<file path="src/rtl/axil_mtimer.sv">
// axil_mtimer: AXI4-Lite machine timer (free-running 64-bit MTIME, 64-bit MTIMECMP,
// level interrupt when MTIME >= MTIMECMP while enabled).
//
// Ports
//   clk, rst          clock, synchronous active-high reset
//   s_axil_aw*/w*/b*  write channel; AW and W are accepted independently and held
//   s_axil_ar*/r*     read channel; one outstanding read
//   irq               registered timer interrupt
//
// Register map (addr[4:2]):
//   0 MTIME_LO, 1 MTIME_HI, 2 MTIMECMP_LO, 3 MTIMECMP_HI, 4 CTRL (bit0 EN); 5-7 SLVERR.
module axil_mtimer #(
    parameter int ADDR_WIDTH = 8,
    parameter int DATA_WIDTH = 32,
    parameter int STRB_WIDTH = 4,
    parameter int PRESCALE   = 1
) (
    input  logic                  clk,
    input  logic                  rst,
    input  logic [ADDR_WIDTH-1:0] s_axil_awaddr,
    input  logic [2:0]            s_axil_awprot,
    input  logic                  s_axil_awvalid,
    output logic                  s_axil_awready,
    input  logic [DATA_WIDTH-1:0] s_axil_wdata,
    input  logic [STRB_WIDTH-1:0] s_axil_wstrb,
    input  logic                  s_axil_wvalid,
    output logic                  s_axil_wready,
    output logic [1:0]            s_axil_bresp,
    output logic                  s_axil_bvalid,
    input  logic                  s_axil_bready,
    input  logic [ADDR_WIDTH-1:0] s_axil_araddr,
    input  logic [2:0]            s_axil_arprot,
    input  logic                  s_axil_arvalid,
    output logic                  s_axil_arready,
    output logic [DATA_WIDTH-1:0] s_axil_rdata,
    output logic [1:0]            s_axil_rresp,
    output logic                  s_axil_rvalid,
    input  logic                  s_axil_rready,
    output logic                  irq
);
    localparam int PW = (PRESCALE > 1) ? $clog2(PRESCALE) : 1;
    localparam logic [PW-1:0] PMAX = PW'(PRESCALE - 1);

    logic [63:0]           mtime;
    logic [63:0]           mtimecmp;
    logic                  en;
    logic [PW-1:0]         pcnt;
    logic [31:0]           shadow;

    logic                  aw_held;
    logic                  w_held;
    logic [2:0]            aw_idx;
    logic [DATA_WIDTH-1:0] w_data;
    logic [STRB_WIDTH-1:0] w_strb;

    logic                  commit;
    logic                  wr_mt_lo, wr_mt_hi, wr_cmp_lo, wr_cmp_hi, wr_ctrl;
    logic                  tick;
    logic                  unused_ok;

    // Bytes with a set strobe take new data, the rest keep the old value.
    function automatic logic [31:0] merge(input logic [31:0] old, input logic [31:0] nw,
                                          input logic [3:0] be);
        logic [31:0] r;
        r = old;
        for (int b = 0; b < 4; b++)
            if (be[b]) r[8*b +: 8] = nw[8*b +: 8];
        return r;
    endfunction

    // A write commits only once both halves are held and the previous response is gone.
    assign commit    = aw_held && w_held && !s_axil_bvalid;
    assign wr_mt_lo  = commit && (aw_idx == 3'd0);
    assign wr_mt_hi  = commit && (aw_idx == 3'd1);
    assign wr_cmp_lo = commit && (aw_idx == 3'd2);
    assign wr_cmp_hi = commit && (aw_idx == 3'd3);
    assign wr_ctrl   = commit && (aw_idx == 3'd4);
    assign tick      = en && (pcnt == PMAX);

    assign s_axil_awready = !aw_held;
    assign s_axil_wready  = !w_held;
    assign s_axil_arready = !s_axil_rvalid;

    assign unused_ok = ^{s_axil_awprot, s_axil_arprot, s_axil_awaddr, s_axil_araddr};

    always_ff @(posedge clk) begin
        if (rst) begin
            mtime         <= '0;
            mtimecmp      <= '1;
            en            <= 1'b1;
            pcnt          <= '0;
            shadow        <= '0;
            irq           <= 1'b0;
            aw_held       <= 1'b0;
            w_held        <= 1'b0;
            aw_idx        <= '0;
            w_data        <= '0;
            w_strb        <= '0;
            s_axil_bvalid <= 1'b0;
            s_axil_bresp  <= 2'b00;
            s_axil_rvalid <= 1'b0;
            s_axil_rresp  <= 2'b00;
            s_axil_rdata  <= '0;
        end else begin
            // write channel capture / commit / response
            if (s_axil_awvalid && !aw_held) begin
                aw_held <= 1'b1;
                aw_idx  <= s_axil_awaddr[4:2];
            end
            if (s_axil_wvalid && !w_held) begin
                w_held <= 1'b1;
                w_data <= s_axil_wdata;
                w_strb <= s_axil_wstrb;
            end
            if (commit) begin
                aw_held       <= 1'b0;
                w_held        <= 1'b0;
                s_axil_bvalid <= 1'b1;
                s_axil_bresp  <= (aw_idx > 3'd4) ? 2'b10 : 2'b00;
            end else if (s_axil_bvalid && s_axil_bready) begin
                s_axil_bvalid <= 1'b0;
            end

            // MTIME: a write overrides the increment and restarts the prescaler;
            // unwritten bytes keep the pre-increment value.
            if (wr_mt_lo || wr_mt_hi) begin
                mtime <= {wr_mt_hi ? merge(mtime[63:32], w_data, w_strb) : mtime[63:32],
                          wr_mt_lo ? merge(mtime[31:0],  w_data, w_strb) : mtime[31:0]};
                pcnt  <= '0;
            end else if (en) begin
                if (tick) begin
                    pcnt  <= '0;
                    mtime <= mtime + 64'd1;
                end else begin
                    pcnt <= pcnt + PW'(1);
                end
            end

            if (wr_cmp_lo) mtimecmp[31:0]  <= merge(mtimecmp[31:0],  w_data, w_strb);
            if (wr_cmp_hi) mtimecmp[63:32] <= merge(mtimecmp[63:32], w_data, w_strb);
            if (wr_ctrl && w_strb[0]) en <= w_data[0];

            irq <= en && (mtime >= mtimecmp);

            // read channel; reading MTIME_LO snapshots the upper half for an atomic 64-bit read
            if (s_axil_arvalid && !s_axil_rvalid) begin
                s_axil_rvalid <= 1'b1;
                s_axil_rresp  <= 2'b00;
                case (s_axil_araddr[4:2])
                    3'd0: begin
                        s_axil_rdata <= mtime[31:0];
                        shadow       <= mtime[63:32];
                    end
                    3'd1:    s_axil_rdata <= shadow;
                    3'd2:    s_axil_rdata <= mtimecmp[31:0];
                    3'd3:    s_axil_rdata <= mtimecmp[63:32];
                    3'd4:    s_axil_rdata <= {31'd0, en};
                    default: begin
                        s_axil_rdata <= '0;
                        s_axil_rresp <= 2'b10;
                    end
                endcase
            end else if (s_axil_rvalid && s_axil_rready) begin
                s_axil_rvalid <= 1'b0;
            end
        end
    end
endmodule

</file>
<file path="config.mk">
export PLATFORM = sky130hd
export DESIGN_NAME = axil_mtimer
export DESIGN_NICKNAME = d
export VERILOG_FILES = /design/src/rtl/axil_mtimer.sv
export SDC_FILE = /design/constraint.sdc
export NUM_CORES = 1
export LEC_CHECK = 0
export ABC_AREA = 1
export ABC_CLOCK_PERIOD_IN_PS = 3000
export BUFFER_PORTS_ARGS = -buffer_cell sky130_fd_sc_hd__buf_2
export CAP_MARGIN = 20
export CORE_ASPECT_RATIO = 0.5
export CORE_MARGIN = 2
export CORE_UTILIZATION = 40
export CTS_CLUSTER_SIZE = 14
export DETAILED_ROUTE_END_ITERATION = 7
export PLACE_DENSITY = 0.67
export RECOVER_POWER = 25
export REMOVE_ABC_BUFFERS = 1
export SYNTH_ARGS = -nofsm -noshare
export SYNTH_HDL_FRONTEND = slang
export SYNTH_SLANG_ARGS = --single-unit
export TNS_END_PERCENT = 50
</file>
<file path="constraint.sdc">
create_clock -name clk -period 3 [get_ports clk]
set_clock_uncertainty 0.05 [all_clocks]
set_input_delay 0.15 -clock clk [delete_from_list [all_inputs] [get_ports clk]]
set_output_delay 0.15 -clock clk [all_outputs]
set_load 0.01 [all_outputs]
</file>
Word-level counts from Yosys, hierarchy flattened
Index checks and enable logic that the tools add are counted.
Storage, ports and cells
  register bits after elaboration: 242
  input bits: 65
Operators by class
  $add $sub $neg: 2
  order comparisons: 2
  equality and inequality tests: 14
  multiplexer cells: 17
  bitwise logic cells: 1
  reduce and logical (&&, ||, !) cells: 46
Operator list (number)
  $mux 64: 3
  $pmux 32 s5: 1
  $add 64x1->64 const B: 1
  $ge 64x64->1: 1
  $mux 32: 2
  $mux 8: 4
  $reduce_and 4->1: 8
  $reduce_and 2->1: 9
  $logic_and 1x1->1: 15
  $eq 3x2->1 const B: 4
  $ne 2x2->1 const B: 6
  $reduce_bool 2->1: 4
  $eq 3x1->1 const B: 2
  $eq 3x3->1 const B: 2
  $logic_not 3->1: 2
  $mux 1: 5
  $reduce_or 5->1: 1
  $logic_not 1->1: 4
  $mux 2: 2
  $reduce_or 2->1: 2
  $gt 3x3->1 const B: 1
  $add 1x1->1 const B: 1
  $logic_or 1x1->1: 1
  $not 1->1: 1

Longest topological paths before layout
Gate-level depths: netlist of run 1.
  depth after elaboration: 6
  mapped depth: 15
  depth with buffers taken out: 15

Least setup slack after synthesis of run 1
No wires, ideal clock.
  path kind: reg2reg
  start: reg mtime[0]
  end: reg mtime[48]
  library setup time: 0.122 ns
  data arrival time: 1.592 ns
  slack: 1.236 ns
  stages on the path, launching flop included: 11
  path buffers: 0
  period minus slack after synthesis: 1.764 ns
  path through: dfxtp_1 ha_1 nand2_2 nor2_4 nand2_1 nor2_1 nand3_1 nand2_1 inv_1 o21ai_0 a21oi_1
On the way
  word-level cells in the longest chain between the ends: 4
RTL lines
  start: declaration: line 44  | logic [63:0] mtime;
  start signal: assignment: line 127  | mtime <= {wr_mt_hi ? merge(mtime[63:32], w_data, w_strb) : mtime[63:32],
  start signal: assignment: line 133  | mtime <= mtime + 64'd1;
  $add 64x1->64: line 133
  $mux 64: line 131  | if (tick) begin
  $mux 64: line 130  | end else if (en) begin
  $mux 64: line 126  | if (wr_mt_lo || wr_mt_hi) begin
No other way between the ends. The select of a mux whose other input is x is not followed.
A chain may end at the register's enable or synchronous reset.

Final worst setup path of run 1
  start: reg s_axil_bvalid
  end: reg mtime[60]
On the way
  word-level cells in the longest chain between the ends: 6
  elaborated cells between the ends (all ways): 11
RTL lines
  start: declaration: line 29  | output logic s_axil_bvalid,
  start signal: assignment: line 99  | s_axil_bvalid <= 1'b0;
  start signal: assignment: line 118  | s_axil_bvalid <= 1'b1;
  start signal: assignment: line 121  | s_axil_bvalid <= 1'b0;
  $logic_not 1->1 *: line 72  | assign commit = aw_held && w_held && !s_axil_bvalid;
  $logic_and 1x1->1 *: line 72
  $logic_and 1x1->1, on equally long branches: line 73, 74
  $logic_or 1x1->1: line 126
  $ne 2x2->1 (no line) or $reduce_bool 2->1 (tied branches)
  $reduce_and 4->1 (no line)
Mark *: on every way between the ends. The rest lies on a longest branch, timed or not.

==> reports/results.txt, run 1 <==
The cell area that synthesis handed to floorplanning was 13,300 um2. The leakage power figure came out at 6.65 nW. The flow ran to the end, and the final reports show no timing, DRC or antenna violations.

The tools report the first-pass GRT wire length as 72,100 um. The startpoint identified for the worst hold timing path is rst. The via density per instance is 5.34. The critical setup path kind is reg -> reg.

Most frequently used flop master after synthesis: dfxtp_1. Die footprint: 34,900 um2. The most numerous cell in the Yosys netlist was nand2_1. In this run the worst path has a maximum fanout of 19.

Counting every instance in the synthesized netlist gives 2,002. The number of standard-cell rows in the floorplan was 47. At the pin with the least slew margin, the transition time is 1.42 ns. The worst path setup slack after routing is 0.549 ns. Setup repair after global routing left no endpoint under its margin. The fraction of layout instances using a drive strength above 1 was 7.15%. After synthesis, the cell types taking the most area are dfxtp_1 36%, nand2_1 14%, a21oi_1 8.6%. The iteration-0 DRC count of the detailed router is 1,485, and the fraction of post-synthesis cell area in the top cell type by area is 36.0%. After legalization and detailed placement, the total HPWL measured 34,500 um. In this run the mean area of a mapped cell was 6.66 um2.

Routability-driven placement finished with a final weighted congestion of 1.03. Counting flops with an async set or reset pin after synthesis yields a share of 0%. For the remaining max-slew budget at the tightest pin, the log shows 5.18%. The worst hold path belongs to the class in -> reg.

For this run, the slowest stage of the critical path takes 0.35 ns. Cell at the slowest stage of the critical path: nand3_4. The main combinational cell family by area after synthesis was simple AND/OR/NAND/NOR gates. The count of final max-slew check failures is 0, and the number of enable-type register cells in the synthesized netlist is 0.

The total non-filler cell area in the finished layout was 15,400 um2; the time the worst path needs with I/O delays and setup was 2.45 ns. The run gives 0 as the number of cells upsized or downsized after cts. TritonCTS created 24 clock buffers. The number of hold violations in the final report was 0.

The highest attainable clock frequency came out at 408 MHz. After clock tree synthesis, the setup repair step added 0 buffers. TritonCTS built the clock tree.

Buffers placed on the I/O ports in this run total 88. The run gives 2,240 as the number of nets in the layout. After routing, the total negative slack on setup checks comes to 0 ns.

After floorplanning, the core was sized to cover 32,900 um2. For this block, the routed nets add up to 46,900 um of wire. The repair_antennas step left the layout with diodes totalling 0. The number of optimization iterations in the first detailed-route pass is 6, and the minimum setup slack after placement is 0.746 ns. The initial antenna violation count is 0.

The register bit total from synthesis works out to 240. The clock net in this run drives a total of 240 sinks. Summed over all layers, the global routing overflow is 0. Dividing total power by cell area gives a power density of 490 nW/um2.

The final setup violation count was 0; the count of distinct cell types in the synthesized netlist was 43. After detailed routing, the number of remaining DRC violations is 0. The completed layout was analyzed and its total power is 7.55 mW. The number of filler cells placed in the layout came out at 3,367. The later pin in the worst-skew pair is clocked with a latency of 0.54 ns. The total placed cells including tap cells was 2,480. Sorting the synthesized cells by how often they occur yields 488 x nand2_1, 266 x nor2_1, 240 x dfxtp_1. The portion of the clock cycle consumed by the worst path in the final layout is 81.7%, and the aggregate global-route resource usage is 26.3%. The worst setup path is launched from a flop. Remaining antenna violation count: 0. The deepest level of the CTS H-tree is 1, and the data required time of the worst path is 3.37 ns. The startpoint of the most critical setup path is s_axil_bvalid.

STA classifies the critical path endpoint as a flop. The share of the Yosys chip area taken by registers is 36.0%. The tools report the count of non-filler cells in the finished layout as 2,567.

The vias after detailed routing was 13,700; the horizontal die dimension was 262 um. Summing the areas of all xor and xnor instances in the mapped netlist gives 1.84% of the synthesized area. Clock tree synthesis selected as its root buffer the cell clkbuf_16. 107 I/O pins were placed. After detailed routing, the average wire length per cell comes to 18.3 um.

The post-cts hold buffer count is 45, and the layout overhead on the synthesized area is 15.5%. The peak supply drop is 0.349 mV. The number of warnings printed during yosys synthesis was 0; the number of buffers between clock root and the deepest sink was 3. For the effective utilization at floorplan, the log shows 40.5%.

The signal on the critical path passes through inv_1 > nand3_1 > inv_1 > nand3_4 > nand3_4 > nand2_1 > nand2_2 > inv_2 > o21ai_0 > a21oi_1. After Yosys synthesis, and, or, nand and nor cells account for 26.1% of the synthesized area. Entering global routing, the biggest net connects 75 pins.

The worst slack on hold paths is 0.0675 ns, and the share of cell area taken by muxes after synthesis is 0%. The die is 133 um tall. The tools report the arrival time of data at the critical path endpoint as 2.83 ns. Clock-pin slew of the registers on the worst-case setup and hold paths: 0.07 ns.

Summing the areas of all fa, ha and maj instances in the mapped netlist gives 6.10% of the synthesized area. The tools report the number of global-route vias before repair as 12,200. The post-synthesis compound-gate area fraction is 21.1%.

Of all cell types, the one taking the most synthesized area is dfxtp_1. The tools report the post-placement cell area as 14,200 um2. The run gives 0 as the number of max-cap violations. In this run the critical register-to-register path is launched from s_axil_bvalid. Once layout is complete, the utilization of the core stands at 46.8%.
[cell families (layout without fill, tap and decap cells)]
logic type	Yosys count	in the layout
other	1	2
flip-flops	240	240
buffers and inverters	299	422
AND/OR/NAND/NOR	858	858
AO/OA/AOI/OAI	511	511
XOR/XNOR	28	28
adder cells (fa/ha/maj)	65	65
[cell usage in the layout, fill, tap and decap left out, types with 11 or more instances in the layout]
master,synthesis,final
clkbuf_16,0,25
nand2_2,10,11
nand3_1,46,47
nand4_1,12,12
xor2_1,17,17
o21ai_0,196,196
buf_4,6,25
dlygate4sd3_1,0,45
clkbuf_1,55,45
ha_1,65,65
nand2_1,488,487
o211ai_1,32,32
dfxtp_1,240,240
xnor2_1,11,11
buf_2,10,46
inv_1,208,208
a21oi_1,228,228
o2111ai_1,31,31
nor2_1,266,263
[final timing paths]
check | end | slack [ns] | cells after the start
setup / recovery | mtime[60] | 0.55 | 10
hold / removal | s_axil_rdata[2] | 0.07 | 2
setup reg to reg | mtime[60] | 0.55 | 10
hold reg to reg | s_axil_rdata[6] | 0.41 | 2
[layout make-up]
cell class / instances / area (um2) / area share [%]
tap: 441 / 552 / 3.58
clock inverter: 11 / 92.6 / 0.601
multi-input combinational: 1464 / 7370 / 47.8
timing repair buffer: 161 / 1090 / 7.05
inverter: 219 / 825 / 5.35
clock buffer: 31 / 678 / 4.40
sequential: 240 / 4800 / 31.2
[state kept, by name, summed over array words and instances (netlist names), 3 cells and up]
| name | count |
|---|---|
| mtime | 64 |
| mtimecmp | 64 |
| s_axil_rdata | 32 |
| shadow | 32 |
| w_data | 32 |
| w_strb | 4 |
| aw_idx | 3 |
[where the power goes]
group / switching [mW] / total (mW) / internal [mW]
Clock: 1.36 / 3.04 / 1.69
Sequential: 0.222 / 3.57 / 3.35
Combinational: 0.598 / 0.930 / 0.332
Total: 2.18 / 7.55 / 5.37
[critical path: cells and delay by family (launching register included)]
family / cells / cell delay (ns)
AOI/OAI and AO/OA: 2 / 0.24
buffers and inverters: 3 / 0.44
DFF: 1 / 0.31
and+or+nand+nor: 5 / 1.30
[metal layers]
| metal | global-route usage, % | routed length [um] |
|---|---|---|
| met5 | 0 | 0 |
| met4 | 3.79 | 654 |
| met3 | 4.88 | 4000 |
| met2 | 37.9 | 18800 |
| met1 | 40.9 | 23400 |
No activity file was read; power rests on OpenSTA's default activity.
==> inputs of run 2 (changes only) <==
--- a/config.mk
+++ b/config.mk
@@ -6,7 +6,7 @@
 export NUM_CORES = 1
 export LEC_CHECK = 0
 export ABC_AREA = 1
-export ABC_CLOCK_PERIOD_IN_PS = 3000
+export ABC_CLOCK_PERIOD_IN_PS = 2350
 export BUFFER_PORTS_ARGS = -buffer_cell sky130_fd_sc_hd__buf_2
 export CAP_MARGIN = 20
 export CORE_ASPECT_RATIO = 0.5
==> constraint.sdc (replaced) <==
create_clock -name clk -period 2.35 [get_ports clk]
set_clock_uncertainty 0.05 [all_clocks]
set_input_delay 0.1175 -clock clk [delete_from_list [all_inputs] [get_ports clk]]
set_output_delay 0.1175 -clock clk [all_outputs]
set_load 0.01 [all_outputs]
==> run 2 against run 1 <==
Against the previous run: worst setup slack got worse by 0.43 ns; sequential share of layout area is 0.69 points lower; clock power up 44%.
==> reports/results.txt, run 2 (synthesis gave the netlist of run 1 again) <==
For the number of standard-cell rows in the floorplan, the log shows 47 (unchanged). The remaining antenna violation count is 0 (unchanged). The worst hold path belongs to the class in -> reg. The tools report the remaining max-slew budget at the tightest pin as 25.0% (+20 points).

The number of filler cells placed in the layout was 3,412 (+1.3%); the final setup violation count was 0 (unchanged). Via density per instance: 5.34 (about the same). Iteration-0 DRC count of the detailed router: 1,613 (+8.6%). STA classifies the critical path endpoint as a flop. In the final layout, the registers with the most flip-flops are mtime: 64 flops, mtimecmp: 64 flops. Portion of the clock cycle consumed by the worst path in the final layout: 95.0% (+13 points). The total power was 10.2 mW (+35%). The count of non-filler cells in the finished layout was 2,599 (+1.2%); the latest clock arrival within the worst-skew pair was 0.54 ns (about the same).

The clock-pin slew of the registers on the worst-case setup and hold paths works out to 0.07 ns (about the same). TritonCTS built the clock tree. The fraction of layout instances using a drive strength above 1 is 8.25% (+1.1 points).

Leaving out fill and tap cells, the most frequent cells in the layout are 487 x nand2_1, 264 x nor2_1, 240 x dfxtp_1. Number of buffers created by CTS: 24 (unchanged). The first-pass GRT wire length is 72,400 um (+0.46%), and the number of max-cap violations is 0 (unchanged). The number of hold violations in the final report was 0 (unchanged); the count of clock tree sinks was 240 (unchanged). Number of nets in the layout: 2,271 (+1.4%). The vias after detailed routing was 13,900 (+1.2%); the die extent in y was 133 um (unchanged). The tools report the aggregate global-route resource usage as 26.5% (+0.19 points).

Cell at the root of the clock tree: clkbuf_16. The flow ran to the end, and the final reports show no timing, DRC or antenna violations. The number of inserted diodes was 0 (unchanged); the final routed DRC violation total was 0 (unchanged). The number of placed I/O pins is 107 (unchanged). The tools report the count of final max-slew check failures as 0 (unchanged).

Type of element launching the critical path: a flop. The tools report the arrival time of data at the critical path endpoint as 2.61 ns (-0.22 ns). For the number of global-route vias before repair, the log shows 12,700 (+3.4%).

The die footprint is 34,900 um2 (unchanged), and the detailed placer's ending HPWL is 35,000 um (+1.4%). The area of the core is 32,900 um2 (unchanged), and the horizontal die dimension is 262 um (unchanged). The actual slew at the worst max-slew pin came out at 1.13 ns (-0.297 ns).

For the deepest level of the CTS H-tree, the log shows 1 (unchanged). Setup repair after global routing left no endpoint under its margin. The average wire length per cell after detail routing was 18.2 um (-0.19%); the total placed cells including tap cells was 2,504 (+0.97%).

For the highest attainable clock frequency, the log shows 448 MHz (+9.8%). The leakage power figure is 6.85 nW (+3.0%). The initial antenna violation count came out at 1 (+1). The maximum fanout along the worst path came out at 6 (-13). The area growth from synthesis to layout is 18.1%. The routability-driven placement congestion ratio is 1.03 (-0.57%).

The time the worst path needs with I/O delays and setup came out at 2.23 ns (-0.220 ns). The run gives 0.449 mV (+29%) as the peak supply drop. The power density over cell area works out to 646 nW/um2 (+32%). The data required time of the worst path was 2.73 ns (-0.64 ns). The critical setup path kind was reg -> reg. Leaving out fill and tap cells, the most frequent cell in the layout is nand2_1. The total of buffers placed on input and output ports was 88 (unchanged).

The tools report the largest net degree at the start of global routing as 63 (-16%). The tools report the total wire length after detailed routing as 47,400 um (+1.1%). The tools report the number of optimization iterations in the first detailed-route pass as 5 (-1).

The tools report the effective utilization at floorplan as 40.5% (unchanged). The number of buffers between clock root and the deepest sink was 3 (unchanged); the remaining global-route overflow was 0 (unchanged).
## run 2: area by class of cell
type | count | area [um2] | share of cell area [%]
clock inverter | 11 | 185 | 1.18
tap | 441 | 552 | 3.50
sequential | 240 | 4800 | 30.5
multi-input combinational | 1464 | 7370 | 46.8
inverter | 219 | 822 | 5.22
clock buffer | 32 | 702 | 4.45
timing repair buffer | 192 | 1330 | 8.41
## run 2: what timing repair did
| item | CTS | global route |
|---|---|---|
| hold buffers | 52 | 0 |
| endpoints found under the hold margin | 56 | 0 |
| setup buffers | 0 | 0 |
| gates resized for setup | 0 | 0 |
## run 2: metal layers
metal  global-route usage (%)  up-vias  part of all wire, %
met3                     5.62       60                  9.0
met2                     39.0      501                   40
li1                         -     6829                    -
met5                        0        -                    0
met1                     39.8     6491                   49
met4                     4.48        0                  1.5
## run 2: stage by stage
stage | setup slack [ns] | TNS [ns] | hold WS [ns] | instance area, um2 | util, %
after floorplan | -0.984 | -27.45 | 0.130 | 13000 | -
after global placement | 0.247 | 0 | 0.297 | 14400 | 43.8
after detailed placement | 0.250 | 0 | 0.303 | 14400 | 43.8
after CTS | 0.227 | 0 | 0.0837 | 15800 | 48.1
after global routing | 0.0274 | 0 | 0.137 | 15800 | 47.8
final | 0.118 | 0 | 0.0846 | 15800 | 47.8
## run 2: critical path, cell delays in order, from the launching register on
cell and delay (ns):
dfxtp_1 0.44, ha_1 0.23, nand2_2 0.09, nor2_4 0.24, nand2_1 0.16, nor2_1 0.33, nand2_1 0.26, xor2_1 0.20
nand2_1 0.07, a21oi_1 0.05
## run 2: power breakdown
part / internal (mW) / total [mW] / leakage [nW] / switching [mW]
registers: 4.28 / 4.53 / 1.96 / 0.254
clock network: 2.64 / 4.38 / 0.433 / 1.74
logic: 0.459 / 1.26 / 4.46 / 0.803
## run 2: worst paths after layout
kind,cells past startpoint,slack (ns),endpoint,start
min,6,0.08,s_axil_rdata[0],s_axil_araddr[2]
max reg2reg,9,0.12,mtime[32],mtime[1]
max,9,0.12,mtime[32],mtime[1]
min reg2reg,2,0.41,s_axil_rdata[18],s_axil_rdata[18]
==> inputs of run 3 (changes only) <==
--- a/config.mk
+++ b/config.mk
@@ -6,7 +6,7 @@
 export NUM_CORES = 1
 export LEC_CHECK = 0
 export ABC_AREA = 1
-export ABC_CLOCK_PERIOD_IN_PS = 2350
+export ABC_CLOCK_PERIOD_IN_PS = 2300
 export BUFFER_PORTS_ARGS = -buffer_cell sky130_fd_sc_hd__buf_2
 export CAP_MARGIN = 20
 export CORE_ASPECT_RATIO = 0.5
@@ -14,7 +14,7 @@
 export CORE_UTILIZATION = 40
 export CTS_CLUSTER_SIZE = 14
 export DETAILED_ROUTE_END_ITERATION = 7
-export PLACE_DENSITY = 0.67
+export PLACE_DENSITY = 0.59
 export RECOVER_POWER = 25
 export REMOVE_ABC_BUFFERS = 1
 export SYNTH_ARGS = -nofsm -noshare
==> constraint.sdc (replaced) <==
create_clock -name clk -period 2.3 [get_ports clk]
set_clock_uncertainty 0.05 [all_clocks]
set_input_delay 0.115 -clock clk [delete_from_list [all_inputs] [get_ports clk]]
set_output_delay 0.115 -clock clk [all_outputs]
set_load 0.01 [all_outputs]
==> run 3 against run 2 <==
Against the previous run: core utilization grew 0.38 points; flip-flop and latch count is the same; combinational power grew 9%; count of clock-buffer cells in the layout grew 1; cell count grew 0.65%; global-route usage grew 0.97 points; sequential share of layout area shrank 0.24 points; worst setup slack lost 0.011 ns; wire length grew 3.0%; highest routed layer unchanged.
==> reports/results.txt, run 3 (synthesis gave the netlist of run 1 again) <==
The tools report the effective utilization at floorplan as 40.5% (unchanged). The worst min-delay path class is in -> reg. The clock-pin slew of the registers on the worst-case setup and hold paths works out to 0.07 ns (about the same).

The peak supply drop was 0.439 mV (-2.4%); the latest clock arrival within the worst-skew pair was 0.55 ns (about the same). The total non-filler cell area in the finished layout is 15,900 um2 (+0.80%), and the vias after detailed routing is 13,700 (-1.1%). The count of final max-slew check failures was 0 (unchanged); the final-layout setup total negative slack was 0 ns (unchanged).

The logs give 0 (-1) for the initial antenna violation count and 32,900 um2 (unchanged) for the area of the core. The tools report the largest net degree at the start of global routing as 80 (+27%). The run gives 6.94 nW (+1.4%) as the leakage power figure. By startpoint and endpoint, the worst setup path is classified as reg -> reg. The number of buffers created by CTS came out at 25 (+4.2%).

Fraction of layout instances using a drive strength above 1: 9.10% (+0.86 points). The final setup violation count is 0 (unchanged). The time the worst path needs with I/O delays and setup is 2.19 ns (-0.0392 ns).

The number of hold violations in the final report came out at 0 (unchanged). The average wire length per cell after detail routing was 18.7 um (+2.4%). Total of buffers placed on input and output ports: 88 (unchanged). The via density per instance works out to 5.25 (-1.7%). The library cell used most frequently in the layout, excluding fill and tap cells, is nand2_1. The buffers inserted during post-CTS setup optimization is 0 (unchanged).

The cell at the root of the clock tree is clkbuf_16. The tools report the final core utilization as 48.2% (+0.38 points). For the number of placed I/O pins, the log shows 107 (unchanged).

The number of inserted diodes was 0 (unchanged). Setup repair after global routing left no endpoint under its margin. The worst setup path is launched from a flop.

For the first-pass GRT wire length, the log shows 74,100 um (+2.2%). Actual slew at the worst max-slew pin: 1.15 ns (+0.0259 ns). The highest attainable clock frequency was 456 MHz (+1.8%); the routability-driven placement congestion ratio was 1.00 (-2.5%). For the number of nets in the layout, the log shows 2,290 (+0.84%).

The power density over cell area was 649 nW/um2 (+0.53%); the number of global-route vias before repair was 12,200 (-3.4%). The run finished with clean final reports. Compared with the post-synthesis result, the final layout area differs by 19.1%. The count of clock tree sinks was 240 (unchanged). The largest registers in the layout are mtime: 64 flops, mtimecmp: 64 flops. The post-placement cell area is 14,600 um2 (+1.2%), and the die extent in y is 133 um (unchanged). The deepest level of the CTS H-tree came out at 1 (unchanged). The run gives 0 (unchanged) as the remaining antenna violation count. The logs give 2.56 ns (-0.05 ns) for the arrival time of data at the critical path endpoint and 27.4% (+0.97 points) for the aggregate global-route resource usage. The horizontal die dimension is 262 um (unchanged). The kind of end point of the critical path is a flop. The remaining global-route overflow was 0 (unchanged); the iteration-0 DRC count of the detailed router was 1,310 (-19%). The run gives 3,518 (+3.1%) as the number of filler cells placed in the layout. The data required time of the worst path is 2.67 ns (-0.06 ns), and the final routed DRC violation total is 0 (unchanged).

The detailed placer's ending HPWL was 36,600 um (+4.6%); the total power was 10.3 mW (+1.3%). The number of optimization iterations in the first detailed-route pass was 5 (unchanged); the number of standard-cell rows in the floorplan was 47 (unchanged). In the layout the commonest cells are 487 x nand2_1, 261 x nor2_1, 240 x dfxtp_1. The portion of the clock cycle consumed by the worst path in the final layout was 95.3% (+0.36 points); the remaining max-slew budget at the tightest pin was 23.3% (-1.7 points). The number of buffers between clock root and the deepest sink is 3 (unchanged). The maximum fanout along the worst path works out to 6 (unchanged). The number of max-cap violations came out at 0 (unchanged). The die footprint was 34,900 um2 (unchanged).

TritonCTS built the clock tree. The total wire length after detailed routing was 48,800 um (+3.0%).
==> run 3: stage by stage <==
stage	worst slack, ns	instances	hold WS (ns)
finish	0.108	2616	0.0309
global route	0.00810	2616	0.0390
CTS	0.101	2616	0.0193
detailed placement	0.102	2523	0.293
global placement	0.161	2523	0.294
floorplan	-1.03	1923	0.127
==> run 3: timing repair <==
action | 4_1_cts | 5_1_grt
setup endpoints to repair | 0 | 3
gates resized for setup | 0 | 2
hold buffers | 51 | 0
endpoints found under the hold margin | 64 | 0
==> run 3: cell type report <==
class / count / area, um2 / share of cell area [%]
Clock inverter: 9 / 149 / 0.937
Tap cell: 441 / 552 / 3.47
Clock buffer: 33 / 696 / 4.38
Inverter: 219 / 825 / 5.19
Multi-Input combinational cell: 1464 / 7370 / 46.4
Timing Repair Buffer: 210 / 1480 / 9.34
Sequential cell: 240 / 4800 / 30.2
==> run 3: critical path, stage by stage (launching register included) <==
cell and delay, ns:
dfxtp_1 0.44, ha_1 0.25, nand2_2 0.09, nor2_4 0.20
nand2_1 0.20, nor2_2 0.31, nand2_1 0.22, xor2_1 0.19
nand2_1 0.06, a21oi_1 0.05
==> run 3: worst paths after layout <==
path	depth (start not counted)	to	slack, ns	start
max	9	mtime[32]	0.11	mtime[1]
min	6	s_axil_rdata[0]	0.03	s_axil_araddr[3]
max reg2reg	9	mtime[32]	0.11	mtime[1]
min reg2reg	2	s_axil_rdata[29]	0.41	s_axil_rdata[29]
==> run 3: layer usage <==
layer,routed length (um),track usage [%]
met5,0,0
met2,18600,37.6
met4,665,4.01
met1,25000,43.3
met3,4560,6.65
==> run 3: where the power goes <==
| group | total, mW | switching [mW] | leakage (nW) | internal [mW] |
|---|---|---|---|---|
| combinational | 1.37 | 0.861 | 4.56 | 0.504 |
| clock | 4.34 | 1.77 | 0.418 | 2.56 |
| sequential | 4.61 | 0.240 | 1.96 | 4.37 |
| total | 10.3 | 2.88 | 6.94 | 7.44 |
